### config.mk
export PLATFORM = sky130hd
export DESIGN_NAME = fetch_unit
export DESIGN_NICKNAME = d
export VERILOG_FILES = /design/src/rtl/proc_pkg.sv /design/src/rtl/fetch_skid_buf.sv /design/src/rtl/fetch_unit.sv
export SDC_FILE = /design/constraint.sdc
export NUM_CORES = 1
export LEC_CHECK = 0
export ABC_AREA = 1
export BUFFER_PORTS_ARGS = -buffer_cell sky130_fd_sc_hd__buf_2
export CAP_MARGIN = 20
export CORE_UTILIZATION = 25
export DETAILED_ROUTE_END_ITERATION = 16
export MAX_ROUTING_LAYER = met4
export PLACE_DENSITY = 0.46
export SETUP_SLACK_MARGIN = 0.2
export SYNTH_ARGS = -nofsm -noshare
export SYNTH_HDL_FRONTEND = slang
export SYNTH_SLANG_ARGS = --single-unit
### constraint.sdc
create_clock -name clk -period 7.9 [get_ports clk]
set_input_delay 1.975 -clock clk [delete_from_list [all_inputs] [get_ports clk]]
set_output_delay 1.975 -clock clk [all_outputs]
set_load 0.01 [all_outputs]
### src/rtl/proc_pkg.sv
// Shared constants and types for the scalar/vector FP core front end.
package proc_pkg;

    // Default widths and boot address for the fetch stage
    localparam int          DEF_ADDR_W   = 32;
    localparam int          DEF_INSTR_W  = 32;
    localparam logic [31:0] DEF_RESET_PC = 32'h0000_0000;

    // Main-decoder opcodes (instr[31:26])
    localparam logic [5:0] OP_BEQ = 6'b100000;
    localparam logic [5:0] OP_J   = 6'b100010;

    // Fetch FSM: IDLE after reset, REQ while streaming, DROP while
    // waiting out a stale request that a redirect overtook
    typedef enum logic [1:0] {
        IDLE = 2'd0,
        REQ  = 2'd1,
        DROP = 2'd2
    } fetch_state_t;

endpackage

### src/rtl/fetch_skid_buf.sv
// One-entry (instr, pc) skid buffer that absorbs the word returned while
// decode is stalled. Clear beats load, load beats drain.
module fetch_skid_buf #(
    parameter int ADDR_W  = 32,
    parameter int INSTR_W = 32
) (
    input  logic               clk,
    input  logic               reset,
    input  logic               load,
    input  logic               drain,
    input  logic               clear,
    input  logic [INSTR_W-1:0] in_instr,
    input  logic [ADDR_W-1:0]  in_pc,
    output logic               full,
    output logic [INSTR_W-1:0] instr,
    output logic [ADDR_W-1:0]  pc
);

    // Occupancy flag plus payload; payload only written on load
    always_ff @(posedge clk or posedge reset) begin
        if (reset) begin
            full  <= 1'b0;
            instr <= '0;
            pc    <= '0;
        end else if (clear) begin
            full <= 1'b0;
        end else if (load) begin
            full  <= 1'b1;
            instr <= in_instr;
            pc    <= in_pc;
        end else if (drain) begin
            full <= 1'b0;
        end
    end

endmodule

### src/rtl/fetch_unit.sv
// Instruction fetch stage with IF/ID register: owns the PC, issues one
// outstanding request at a time, absorbs decode stalls through a one-entry
// skid buffer and applies downstream branch/jump redirects.
module fetch_unit
    import proc_pkg::*;
#(
    parameter int                ADDR_W   = DEF_ADDR_W,
    parameter int                INSTR_W  = DEF_INSTR_W,
    parameter logic [ADDR_W-1:0] RESET_PC = DEF_RESET_PC[ADDR_W-1:0]
) (
    input  logic               clk,
    input  logic               reset,
    output logic               imem_req,
    output logic [ADDR_W-1:0]  imem_addr,
    input  logic               imem_ready,
    input  logic [INSTR_W-1:0] imem_rdata,
    input  logic               stall_d,
    input  logic               redirect,
    input  logic [ADDR_W-1:0]  redirect_pc,
    output logic               valid_d,
    output logic [INSTR_W-1:0] instr_d,
    output logic [5:0]         opcode_d,
    output logic [ADDR_W-1:0]  pc_d,
    output logic [ADDR_W-1:0]  pcplus4_d
);

    fetch_state_t       state;
    logic [ADDR_W-1:0]  pc_f;
    logic [ADDR_W-1:0]  drop_target;
    logic               skid_full;
    logic [INSTR_W-1:0] skid_instr;
    logic [ADDR_W-1:0]  skid_pc;
    logic               fire;
    logic               take;
    logic               mem_word;
    logic               skid_load;
    logic               skid_drain;
    logic [ADDR_W-1:0]  redir_aligned;

    // A full skid blocks new requests; DROP keeps the stale request alive
    // with its original address until memory answers it.
    assign imem_req      = (state == DROP) || ((state == REQ) && !skid_full);
    assign imem_addr     = pc_f;
    assign fire          = imem_req && imem_ready;
    assign mem_word      = fire && (state == REQ);
    assign take          = !valid_d || !stall_d;
    assign redir_aligned = redirect_pc & ~ADDR_W'(3);
    assign skid_load     = !redirect && mem_word && !take;
    assign skid_drain    = !redirect && take && skid_full;
    assign opcode_d      = instr_d[31:26];

    fetch_skid_buf #(
        .ADDR_W (ADDR_W),
        .INSTR_W(INSTR_W)
    ) u_skid (
        .clk     (clk),
        .reset   (reset),
        .load    (skid_load),
        .drain   (skid_drain),
        .clear   (redirect),
        .in_instr(imem_rdata),
        .in_pc   (pc_f),
        .full    (skid_full),
        .instr   (skid_instr),
        .pc      (skid_pc)
    );

    // PC and fetch FSM; a redirect with a pending unanswered request parks
    // the target in drop_target until the stale word comes back
    always_ff @(posedge clk or posedge reset) begin
        if (reset) begin
            state       <= IDLE;
            pc_f        <= RESET_PC;
            drop_target <= RESET_PC;
        end else begin
            unique case (state)
                IDLE: begin
                    if (redirect) pc_f <= redir_aligned;
                    state <= REQ;
                end
                REQ: begin
                    if (redirect) begin
                        if (imem_req && !imem_ready) begin
                            state       <= DROP;
                            drop_target <= redir_aligned;
                        end else begin
                            pc_f <= redir_aligned;
                        end
                    end else if (fire) begin
                        pc_f <= pc_f + ADDR_W'(4);
                    end
                end
                DROP: begin
                    if (imem_ready) begin
                        pc_f  <= redirect ? redir_aligned : drop_target;
                        state <= REQ;
                    end else if (redirect) begin
                        drop_target <= redir_aligned;
                    end
                end
                default: state <= IDLE;
            endcase
        end
    end

    // IF/ID register: skid contents always go first to keep program order
    always_ff @(posedge clk or posedge reset) begin
        if (reset) begin
            valid_d   <= 1'b0;
            instr_d   <= '0;
            pc_d      <= '0;
            pcplus4_d <= '0;
        end else if (redirect) begin
            valid_d <= 1'b0;
        end else if (take) begin
            if (skid_full) begin
                valid_d   <= 1'b1;
                instr_d   <= skid_instr;
                pc_d      <= skid_pc;
                pcplus4_d <= skid_pc + ADDR_W'(4);
            end else if (mem_word) begin
                valid_d   <= 1'b1;
                instr_d   <= imem_rdata;
                pc_d      <= pc_f;
                pcplus4_d <= pc_f + ADDR_W'(4);
            end else begin
                valid_d <= 1'b0;
            end
        end
    end

endmodule

== Word-level counts from Yosys, hierarchy flattened ==
Index checks and enable logic that the tools add are counted.

* $add $sub $neg: 2
* Eq/ne operators: 9
* Muxes and demuxes: 28
* Bitwise operators: 1
* Reduce and logical (&&, ||, !) cells: 27

{| class="wikitable"
|+ Operators with widths
! operator !! count
|-
| $mux 32 || 15
|-
| $pmux 32 s3 || 1
|-
| $add 32x3->32 const B || 2
|-
| $pmux 32 s2 || 1
|-
| $logic_and 1x1->1 || 8
|-
| $ne 2x2->1 const B || 4
|-
| $mux 1 || 7
|-
| $logic_not 1->1 || 6
|-
| $mux 2 || 3
|-
| $ne 3x3->1 const B || 2
|-
| $pmux 2 s3 || 1
|-
| $reduce_and 3->1 || 2
|-
| $reduce_bool 2->1 || 3
|-
| $reduce_bool 3->1 || 2
|-
| $reduce_and 5->1 || 1
|-
| $reduce_and 4->1 || 1
|-
| $eq 2x1->1 const B || 1
|-
| $eq 2x2->1 const B || 1
|-
| $logic_not 2->1 || 1
|-
| $logic_or 1x1->1 || 2
|-
| $ne 2x1->1 const B || 1
|-
| $reduce_and 2->1 || 1
|-
| $not 1->1 || 1
|}

* Register bits: 228
* Input bits: 69
* Output and inout port bits: 136
* Logic and storage cells: 77

== Longest topological paths before layout ==
Gate-level depths: netlist of the first run.

* Depth in word-level cells: 9
* Gate-level depth with buffers: 14
* Mapped depth without buffers: 14

== By module ==
From an unflattened synthesis of the first run, not the netlist that was laid out.

* Cells, all modules: 1783
* Area total of the unflattened synthesis: 12597.1 um^2

{| class="wikitable"
|+ By module, submodules not included
! module !! instances !! cells each !! area an instance (um^2) !! sequential area each (um^2)
|-
| fetch_unit || 1 || 1499 || 9982.1 || 4028.9
|-
| fetch_skid_buf || 1 || 284 || 2615.0 || 1626.6
|}

== Least setup slack after synthesis of the first run ==
No wires, ideal clock.

* Path kind: input-to-reg
* From: in stall_d
* To: reg u_skid.instr[6]
* Setup time: 130 ps
* Data arrival time: 2940 ps
* Required time: 7770 ps
* Path slack: 4830 ps
* Stages: 8
* Path buffers: 3
* Path through: nand2_1 -> nor2_1 -> nand3_1 -> buf_2 -> buf_4 -> buf_2 -> nand2_1 -> o21ai_0

* Cells in the longest elaborated chain, start to end: 5

{| class="wikitable"
|+ Ends and longest elaborated chain
! item !! line !! text
|-
| start: declaration || fetch_unit.sv:17 || <nowiki>input logic stall_d,</nowiki>
|-
| $logic_not 1->1 || fetch_unit.sv:46 || <nowiki>assign take = !valid_d || !stall_d;</nowiki>
|-
| $logic_or 1x1->1 || fetch_unit.sv:46 ||
|-
| $logic_not 1->1 || fetch_unit.sv:48 || <nowiki>assign skid_load = !redirect && mem_word && !take;</nowiki>
|-
| $logic_and 1x1->1 || fetch_unit.sv:48 ||
|-
| $reduce_and 2->1 (no source line) || -- ||
|-
| end signal: assignment || fetch_skid_buf.sv:29 || <nowiki>instr <= in_instr;</nowiki>
|-
| end: declaration || fetch_skid_buf.sv:15 || <nowiki>output logic [INSTR_W-1:0] instr,</nowiki>
|}

Every way passes these cells.
A chain may end at the register's enable or synchronous reset.

== Final worst setup path of the first run ==
* From: in redirect
* To: reg pc_f[2] (netlist: imem_addr[2])

* Cells in the longest elaborated chain, start to end: 3
* Elaborated cells between the ends (all ways): 8
* Classes of those cells: eq/ne: 3; mux: 4; reduce/logical: 1

{| class="wikitable"
|+ Ends and longest elaborated chain
! item !! line !! text
|-
| start: declaration || fetch_unit.sv:18 || <nowiki>input logic redirect,</nowiki>
|-
| $mux 32 || -- ||
|-
| $mux 32 || fetch_unit.sv:94 || <nowiki>if (imem_ready) begin</nowiki>
|-
| $pmux 32 s3 || fetch_unit.sv:76 || <nowiki>unique case (state)</nowiki>
|-
| end signal: assignment || fetch_unit.sv:78 || <nowiki>if (redirect) pc_f <= redir_aligned;</nowiki>
|-
| end signal: assignment || fetch_unit.sv:87 || <nowiki>pc_f <= redir_aligned;</nowiki>
|-
| end signal: assignment || fetch_unit.sv:95 || <nowiki>pc_f <= redirect ? redir_aligned : drop_target;</nowiki>
|-
| end: declaration || fetch_unit.sv:28 || <nowiki>logic [ADDR_W-1:0] pc_f;</nowiki>
|}

Several ways; a longest one is shown, not always the timed one. The select of a mux whose other input is x is not followed.

==> reports/results.ini, run 1 <==
[worst_setup_path]
crit_chain = buf_2, buf_4, nand3_2, buf_4, inv_2, nand2_1, nand3_2, inv_2, o221ai_1, o21ai_0
crit_fanout = 50
arrival_ns = 5.08
cp_slowest_cell = inv_2
worstSetupPathType = input port to flop
worstSetupEndpointType = flop
crit_path_start_kind = input port
required_ns = 8.38
crit_path_max_incr_delay_ns = 0.72

[layout]
syn_to_final_growth_pct = 20.1
final_cell_mix = nand2_1, dfrtp_1, buf_2
drive_gt1_frac = 0.184
mostFrequentLayoutCell = nand2_1
postLayoutCoreUtil = 0.307
num_antenna_cells = 0
design_area_um2 = 14800
final_nets = 1885
fillCellCount = 5255
final_cells = 2485

[detailed_routing]
wl_mm = 41.9
wl_per_cell_um = 16.9
drtIter0Drc = 922
vias = 11300
drc = 0
ant_nets = 0
viasPerCell = 4.53
drtPass1Iterations = 7

[clock_tree]
clk-insertion-delay-late_ns = 0.57
cts_buffer_depth = 3
cts_max_level = 1
clock-sinks = 226
cts_buffers = 29
path_clk_slew_ns = 0.06
root_buffer = clkbuf_16
cts-resized-gates = 0
tritoncts = done
post_cts_buffers = 0
hold_buffers = 0

[power_and_ir_drop]
total_power_mw = 5.62
p_int_mw = 3.25
powerDensity_nw_per_um2 = 380
peakVddDrop_v = 0.000253
seqPwrFrac = 0.345
p_sw_frac = 0.421
pwr-share-clk = 0.260
p_leak_nw = 7.28
switching_power_mw = 2.37
p_comb_frac = 0.395

[yosys]
synth_warnings = 0
synthCells = 1658
ys_seq_area_frac = 0.459
syn-num-nets = 1735
synth-seq-cells = 226
synth_area_um2 = 12300
synth_cell_types = 39
syn_area_per_cell_um2 = 7.43

[sta]
slew_viol_final = 0
worst_slack_ns = 3.30
slew_headroom = 0.241
fin_tns_setup_ns = 0
finClkSkew_ns = 0.0301
period_share = 0.582
fmax_mhz = 217
grt_setup_unrepaired = false
setup_viol = 0
worst_hold_slack_ns = 0.467
fin_crit_ns = 4.60
worst_slew_pin_slew_ns = 1.14
hold_violations = 0

[floorplan]
rows = 80
die_y_um = 224
die_area_um2 = 50200
start_util = 0.256
coreArea_um2 = 48100
io_pins = 205
die_x_um = 224

[global_routing]
grt_util_all_layers = 0.172
grt_pass1_vias = 10800
grt_overflow_total = 0
grt_max_degree = 163
grt_pass1_wl_mm = 64.8
antenna_found_initial = 0

[placed_design]
dpl.hpwl_mm = 29.9
gp_congestion = 0.862
place_area_um2 = 13700
place_ws_ns = 2.76
dp_cells = 2433
portBuffers = 202

[hold_path]
min_path_type = flop to flop

[run]
drv_cap = 0

[outcome]
status = finished, final reports clean

-- kinds of logic (layout without fill, tap and decap cells) --
kind of cell | after synthesis | in the layout | synth area share
AOI/OAI and AO/OA | 354 | 354 | 0.167
xor gates and xnor gates | 30 | 30 | 0.0213
adders and majority gates | 8 | 8 | 0.00813
buffers and inverters | 226 | 397 | 0.0839
DFF | 226 | 226 | 0.459
and+or+nand+nor | 814 | 814 | 0.261
-- sequential cells by signal, indices dropped and copies added, names as in the netlist --
name / flops
valid_d: 1
drop_target: 32
pcplus4_d: 30
instr_d: 32
state: 2
u_skid.pc: 32
u_skid.instr: 32
pc_d: 32
u_skid.full: 1
imem_addr: 32
-- Yosys cell counts, drive strengths merged --
| master | instances | area (µm²) |
|---|---|---|
| a22oi | 1 | 7.51 |
| o21bai | 1 | 7.51 |
| a21oi | 60 | 300 |
| buf | 59 | 404 |
| xnor2 | 4 | 35.0 |
| nand3 | 32 | 170 |
| o31ai | 1 | 7.51 |
| nand3b | 6 | 45.0 |
| a2bb2oi | 2 | 17.5 |
| o22ai | 1 | 6.26 |
| a211oi | 8 | 65.1 |
| and2 | 1 | 6.26 |
| inv | 131 | 494 |
| or2 | 1 | 6.26 |
| xor2 | 26 | 228 |
| clkbuf | 36 | 135 |
| dfrtp | 226 | 5660 |
| o211ai | 14 | 105 |
| nand4 | 7 | 43.8 |
| o21ai | 259 | 1480 |
| a211o | 1 | 8.76 |
| ha | 8 | 100 |
| nor2 | 106 | 428 |
| nand2 | 644 | 2430 |
| nor3 | 17 | 85.1 |
| o221ai | 4 | 35.0 |
| o21a | 2 | 15.0 |
-- final timing paths --
check,start,to,slack (ns),cells past startpoint
max,redirect,imem_addr[2]$_DFFE_PP0P_,3.30,10
min,pc_d[29]$_DFFE_PP0P_,pc_d[29]$_DFFE_PP0P_,0.47,2
max reg2reg,u_skid.full$_DFFE_PP0P_,imem_addr[2]$_DFFE_PP0P_,3.52,12
min reg2reg,pc_d[29]$_DFFE_PP0P_,pc_d[29]$_DFFE_PP0P_,0.47,2
max in group asynchronous,reset,u_skid.instr[3]$_DFFE_PP0P_,4.81,4
min in group asynchronous,reset,u_skid.pc[0]$_DFFE_PP0P_,1.54,3
-- cell type report --
cell class | count | area [µm²] | area share
Clock buffer | 40 | 857 | 0.0579
Clock inverter | 12 | 204 | 0.0138
Inverter | 131 | 503 | 0.0340
Multi-Input combinational cell | 1206 | 5640 | 0.381
Sequential cell | 226 | 5660 | 0.382
Tap cell | 656 | 821 | 0.0555
Timing Repair Buffer | 214 | 1110 | 0.0753
-- power by group through the flow --
stage	registers [mW]	clock network [mW]	logic [mW]
after detailed placement	1.96	0	2.24
final	1.94	1.46	2.22
after floorplan	2.01	0	1.29
after global routing	2.01	1.54	2.49
after global placement	1.95	0	2.23
after CTS	1.95	1.50	2.25
-- critical path: cells and delay by family --
kind / cells / cell delay [ns]
buffers and inverters: 5 / 1.80
AND/OR/NAND/NOR: 3 / 0.92
AO/OA/AOI/OAI: 2 / 0.38
-- per-layer routing --
metal	GRT usage	wire [µm]
met2	0.250	18000
met4	0.0393	924
met5	-	0
met1	0.245	20400
met3	0.0307	2580
(Power assumes the default switching activity.)
==> inputs of run 2 (changes only) <==
--- a/config.mk
+++ b/config.mk
@@ -5,13 +5,13 @@
 export SDC_FILE = /design/constraint.sdc
 export NUM_CORES = 1
 export LEC_CHECK = 0
-export ABC_AREA = 1
+export ABC_AREA = 0
 export BUFFER_PORTS_ARGS = -buffer_cell sky130_fd_sc_hd__buf_2
 export CAP_MARGIN = 20
 export CORE_UTILIZATION = 25
 export DETAILED_ROUTE_END_ITERATION = 16
 export MAX_ROUTING_LAYER = met4
-export PLACE_DENSITY = 0.46
+export PLACE_DENSITY = 0.47
 export SETUP_SLACK_MARGIN = 0.2
 export SYNTH_ARGS = -nofsm -noshare
 export SYNTH_HDL_FRONTEND = slang
==> constraint.sdc (replaced) <==
create_clock -name clk -period 4.11 [get_ports clk]
set_input_delay 1.0275 -clock clk [delete_from_list [all_inputs] [get_ports clk]]
set_output_delay 1.0275 -clock clk [all_outputs]
set_load 0.01 [all_outputs]
==> run 2 against run 1 <==
Effect of this change: clock power rose by 68%; sequential cell count did not move; synthesized cell count fell by 32%; sequential share of layout area rose by 2.3 points; final cell count fell by 23%; design area fell by 5.7%; critical path depth fell by 4; hold slack improved by 0.0039 ns; register-to-register slack got worse by 2.4 ns; critical path type is now flop to primary output.
==> reports/results.ini, run 2 <==
[detailed_routing]
drtPass1Iterations = 9  ; +2
viasPerCell = 4.82  ; +6.5%
drtIter0Drc = 583  ; -37%
vias = 9201  ; -18%
wl_per_cell_um = 19.4  ; +15%
wl_mm = 36.9  ; -12%
drc = 0  ; unchanged
ant_nets = 0  ; unchanged

[global_routing]
grt_util_all_layers = 0.163  ; -0.00849
antenna_found_initial = 9  ; +9
grt_overflow_total = 0  ; unchanged
grt_max_degree = 77  ; -53%
grt_pass1_vias = 9011  ; -17%
grt_pass1_wl_mm = 57.1  ; -12%

[yosys]
synth_top_cell_area_share = 0.496  ; +0.0368
synth_common_cells = dfrtp_1, nand2_1, o21ai_0
yosys-top-cells-area = dfrtp_1, mux2_2, mux2i_1, o21ai_0, nand2_1
synth-seq-cells = 226  ; unchanged
synthCells = 1124  ; -32%
synthMostInstantiatedCell = dfrtp_1
synth_warnings = 0  ; unchanged
ys_seq_area_frac = 0.496  ; +0.0368
syn_area_per_cell_um2 = 10.1  ; +37%
synth_edf_count = 0  ; unchanged
synth_area_um2 = 11400  ; -7.4%
syn-num-nets = 1201  ; -31%
synth_cell_types = 60  ; +54%
synth_flop_cell = dfrtp_1
synth_area_leader_cell = dfrtp_1
synthArstFlopShare = 1.00  ; unchanged

[clock_tree]
post_cts_buffers = 0  ; unchanged
cts_max_level = 1  ; unchanged
clock-sinks = 226  ; unchanged
cts_buffer_depth = 3  ; unchanged
tritoncts = done
cts-resized-gates = 0  ; unchanged
hold_buffers = 0  ; unchanged
clk-insertion-delay-late_ns = 0.55  ; -0.02 ns
cts_buffers = 28  ; -3.4%
path_clk_slew_ns = 0.06  ; about the same
root_buffer = clkbuf_16

[worst_setup_path]
worstReg2RegStart = imem_addr[2]$_DFFE_PP0P_
worstSetupEndpointType = primary output
crit_fanout = 12  ; -76%
reg2regPathDepth = 6  ; -6
r2r-end = imem_addr[26]$_DFFE_PP0P_
rrSetupSlack_ns = 1.17  ; -2.35 ns
crit_start = state[0]$_DFFE_PP0P_
arrival_ns = 2.21  ; -2.87 ns
crit_path_start_kind = flop
worstSetupPathType = flop to primary output
required_ns = 3.08  ; -5.30 ns

[run]
drv_cap = 0  ; unchanged

[power_and_ir_drop]
p_leak_nw = 6.30  ; -14%
peakVddDrop_v = 0.000334  ; +32%
powerDensity_nw_per_um2 = 736  ; +94%

[floorplan]
die_area_um2 = 46500  ; -7.4%
rows = 77  ; -3.8%
io_pins = 205  ; unchanged
start_util = 0.256  ; about the same
die_y_um = 216  ; -3.8%
coreArea_um2 = 44600  ; -7.4%
die_x_um = 216  ; -3.8%

[sta]
period_share = 0.789
hold_violations = 0  ; unchanged
worst_slew_pin_slew_ns = 1.01  ; -0.125 ns
grt_setup_unrepaired = false
slew_headroom = 0.318  ; +0.0772
fmax_mhz = 309
setup_viol = 0  ; unchanged
worst_hold_slack_ns = 0.470  ; +0.00391 ns
fin_tns_setup_ns = 0  ; unchanged
slew_viol_final = 0  ; unchanged
fin_crit_ns = 3.24
finClkSkew_ns = 0.0120  ; -0.0182 ns

[layout]
final_nets = 1367  ; -27%
syn_to_final_growth_pct = 22.3
final_cell_mix = dfrtp_1, buf_2, nand2_1
mostFrequentLayoutCell = dfrtp_1
multiInputGateArea_um2 = 5290  ; -6.3%
drive_gt1_frac = 0.279  ; +0.0945
fillCellCount = 4638  ; -12%
seqCellArea_um2 = 5660  ; about the same

[hold_path]
hp-start = pc_d[5]$_DFFE_PP0P_
holdPathEnd = pc_d[5]$_DFFE_PP0P_
hold_depth = 2  ; unchanged
min_path_type = flop to flop

[placed_design]
portBuffers = 202  ; unchanged
dpl.hpwl_mm = 26.4  ; -11%
gp_congestion = 0.810  ; -6.1%

[outcome]
status = finished, final reports clean

## run 2: worst max path at each step
stage,depth (start not counted),slack [ns],end
3_5_place_dp,6,0.78,imem_addr[29]$_DFFE_PP0P_
3_3_place_gp,6,0.81,imem_addr[29]$_DFFE_PP0P_
6_report,6,0.87,imem_req
2_1_floorplan,1,0.13,drop_target[0]$_DFFE_PP0P_
5_1_grt,6,0.71,imem_req
4_1_cts,6,0.81,imem_req
## run 2: final cells by class
class	count	share of cell area
Inverter	23	0.00646
Antenna cell	9	0.00161
Clock inverter	6	0.00574
Clock buffer	40	0.0586
Tap cell	592	0.0531
Timing Repair Buffer	228	0.0899
Multi-Input combinational cell	783	0.379
Sequential cell	226	0.406
## run 2: power by group
part           switching (mW)  total [mW]  internal, mW
sequential              0.829        3.92          3.09
clock                   0.963        2.45          1.49
combinational            2.32        3.90          1.58
## run 2: layer usage
layer  GRT usage  up-vias  part of all wire  wire [µm]
li1            -     4400                 -          -
met1       0.225     4525              0.48      17800
met2       0.238      233              0.44      16100
met3      0.0376       43             0.062       2270
met5           -        -                 0          0
met4      0.0442        0             0.022        797
## run 2: logic make-up after synthesis
kind of cell / Yosys count / synth area share
adders and majority gates: 8 / 0.00878
AOI/OAI and AO/OA: 250 / 0.140
DFF: 226 / 0.496
and+or+nand+nor: 326 / 0.134
muxes: 155 / 0.145
xor gates and xnor gates: 44 / 0.0338
buffers and inverters: 115 / 0.0415
## run 2: per-stage QoR
stage	total power, mW	setup slack (ns)	instances	area, µm²	utilization
2_1_floorplan	6.23	0.130	1124	11400	-
3_3_place_gp	7.81	0.807	1851	13000	0.292
3_5_place_dp	7.90	0.779	1851	13000	0.292
4_1_cts	10.4	0.806	1897	13900	0.312
5_1_grt	11.0	0.706	1907	13900	0.313
6_report	10.3	0.869	1907	13900	0.313
## run 2: critical path: stages (launching register included)
cell,delay [ns]
dfrtp_1,0.45
inv_1,0.14
ha_1,0.52
inv_1,0.12
buf_4,0.20
nand2_1,0.11
buf_2,0.14
==> inputs of run 3 (changes only) <==
==> constraint.sdc (replaced) <==
create_clock -name clk -period 2.8 [get_ports clk]
set_input_delay 0.7 -clock clk [delete_from_list [all_inputs] [get_ports clk]]
set_output_delay 0.7 -clock clk [all_outputs]
set_load 0.01 [all_outputs]
==> run 3 against run 2 <==
Effect of this change: sequential power grew 38%; largest power group is now combinational cells; critical path type unchanged; die area unchanged; largest cell class unchanged; clock-buffer cell count decreased by 1.
==> reports/results.ini, run 3 (same netlist as run 2, synthesis figures left out) <==
[layout]
final_nets = 1414  ; +3.4%
drive_gt1_frac = 0.311  ; +0.0325
final_cell_mix = dfrtp_1, buf_2, nand2_1
seqCellArea_um2 = 5660  ; about the same
multiInputGateArea_um2 = 5290  ; about the same
syn_to_final_growth_pct = 27.3
postLayoutCoreUtil = 0.326  ; +0.0128
fillCellCount = 4592  ; -0.99%
mostFrequentLayoutCell = dfrtp_1

[clock_tree]
root_buffer = clkbuf_16
cts_max_level = 1  ; unchanged
cts_buffer_depth = 3  ; unchanged
hold_buffers = 0  ; unchanged
clock-sinks = 226  ; unchanged
path_clk_slew_ns = 0.06  ; about the same
clk-insertion-delay-late_ns = 0.55  ; about the same
tritoncts = done
cts_buffers = 28  ; unchanged

[power_and_ir_drop]
p_comb_frac = 0.401  ; +0.021
p_sw_frac = 0.384  ; -0.0166
total_power_mw = 16.0  ; +56%
p_int_mw = 9.89  ; +61%
powerDensity_nw_per_um2 = 1110  ; +50%
pwr-share-clk = 0.263  ; +0.024
p_leak_nw = 6.63  ; +5.3%
seqPwrFrac = 0.337  ; -0.045
peakVddDrop_v = 0.000602  ; +80%
switching_power_mw = 6.16  ; +50%

[floorplan]
io_pins = 205  ; unchanged
coreArea_um2 = 44600  ; unchanged
die_y_um = 216  ; unchanged
die_x_um = 216  ; unchanged
die_area_um2 = 46500  ; unchanged
rows = 77  ; unchanged
start_util = 0.256  ; unchanged

[detailed_routing]
wl_mm = 36.8  ; -0.20%
viasPerCell = 4.79  ; -0.65%
wl_per_cell_um = 18.9  ; -2.5%
drtIter0Drc = 613  ; +5.1%
drtPass1Iterations = 6  ; -3
ant_nets = 0  ; unchanged
drc = 0  ; unchanged
vias = 9357  ; +1.7%

[worst_setup_path]
arrival_ns = 1.75  ; -0.46 ns
worstSetupEndpointType = primary output
crit_fanout = 7  ; -5
rrSetupSlack_ns = 0.36  ; -0.81 ns
worstSetupPathType = flop to primary output
required_ns = 2.10  ; -0.98 ns
crit_chain = inv_1, ha_1, inv_2, nand2_1, buf_2
crit_path_max_incr_delay_ns = 0.44  ; -0.08 ns
crit_path_start_kind = flop
cp_slowest_cell = dfrtp_1

[sta]
finClkSkew_ns = 0.0123  ; +0.000309 ns
worst_slew_pin_slew_ns = 0.906  ; -0.108 ns
setup_viol = 0  ; unchanged
fin_tns_setup_ns = 0  ; unchanged
period_share = 0.875
fmax_mhz = 408
slew_viol_final = 0  ; unchanged
hold_violations = 0  ; unchanged
grt_setup_unrepaired = false
worst_hold_slack_ns = 0.296  ; -0.174 ns
slew_headroom = 0.396  ; +0.0779
fin_crit_ns = 2.45

[global_routing]
grt_max_degree = 77  ; unchanged
grt_overflow_total = 0  ; unchanged
antenna_found_initial = 1  ; -8
grt_util_all_layers = 0.162  ; -0.000683
grt_pass1_vias = 9140  ; +1.4%
grt_pass1_wl_mm = 56.9  ; -0.47%

[placed_design]
portBuffers = 202  ; unchanged
dpl.hpwl_mm = 27.2  ; +2.9%
gp_congestion = 0.821  ; +1.4%

[outcome]
status = finished, final reports clean

[run]
drv_cap = 0  ; unchanged

[hold_path]
min_path_type = input port to async pin

[run 3: cell types whose count changed in the layout (fill, tap and decap cells not counted), sizes merged]
cell and delta:
bufinv +5, clkinvlp +3, buf +48, diode -8, clkinv -2, clkbuf -2
inv +1
[run 3: worst paths after layout]
| kind | from | end | cells after the start |
|---|---|---|---|
| worst max register to register | imem_addr[5]$_DFFE_PP0P_ | imem_addr[29]$_DFFE_PP0P_ | 7 |
| min in group clk | imem_rdata[0] | u_skid.instr[0]$_DFFE_PP0P_ | 2 |
| worst min-delay path | reset | pcplus4_d[19]$_DFFE_PP0P_ | 2 |
| max in group asynchronous | reset | u_skid.full$_DFFE_PP0P_ | 3 |
| worst min register to register | pc_d[15]$_DFFE_PP0P_ | pc_d[15]$_DFFE_PP0P_ | 2 |
| worst max-delay path | state[0]$_DFFE_PP0P_ | imem_req | 5 |
[run 3: area by class of cell]
class	instances	share of cell area
clock buffers	39	0.0581
well taps	592	0.0510
inverters	23	0.00620
flip-flops and latches	226	0.390
diodes	1	0.000172
multi-input cells	783	0.364
clock inverters	13	0.0173
repair buffers	275	0.113
[run 3: stage by stage]
step | setup slack [ns] | cells | instance area (µm²)
floorplan | -0.852 | 1124 | 11400
global placement | 0.291 | 1899 | 13400
detailed placement | 0.237 | 1899 | 13400
CTS | 0.241 | 1951 | 14500
global route | 0.220 | 1952 | 14500
finish | 0.349 | 1952 | 14500
[run 3: what timing repair did]
item / in CTS / in global routing
setup buffers: 0 / 0
gates resized for setup: 1 / 2
endpoints found under the setup margin: 1 / 2
[run 3: power by group through the flow]
stage	clock (mW)	combinational [mW]	sequential, mW
after floorplan	0	3.39	5.76
after global placement	0	6.42	5.42
after detailed placement	0	6.48	5.47
after CTS	4.35	6.51	5.42
after global routing	4.48	7.08	5.58
final	4.21	6.43	5.41
[run 3: worst max-delay path, delay by kind of cell, from the launching register on]
| family | cells | cell delay (ns) |
|---|---|---|
| flops | 1 | 0.44 |
| buf+inv | 3 | 0.40 |
| fa+ha+maj | 1 | 0.25 |
| simple gates | 1 | 0.11 |
[run 3: routing by layer]
metal / vias up / GRT usage / share of wire
li1: 4473 / - / -
met1: 4573 / 0.225 / 0.48
met5: - / - / 0
met2: 262 / 0.239 / 0.44
met4: 0 / 0.0437 / 0.022
met3: 49 / 0.0330 / 0.062
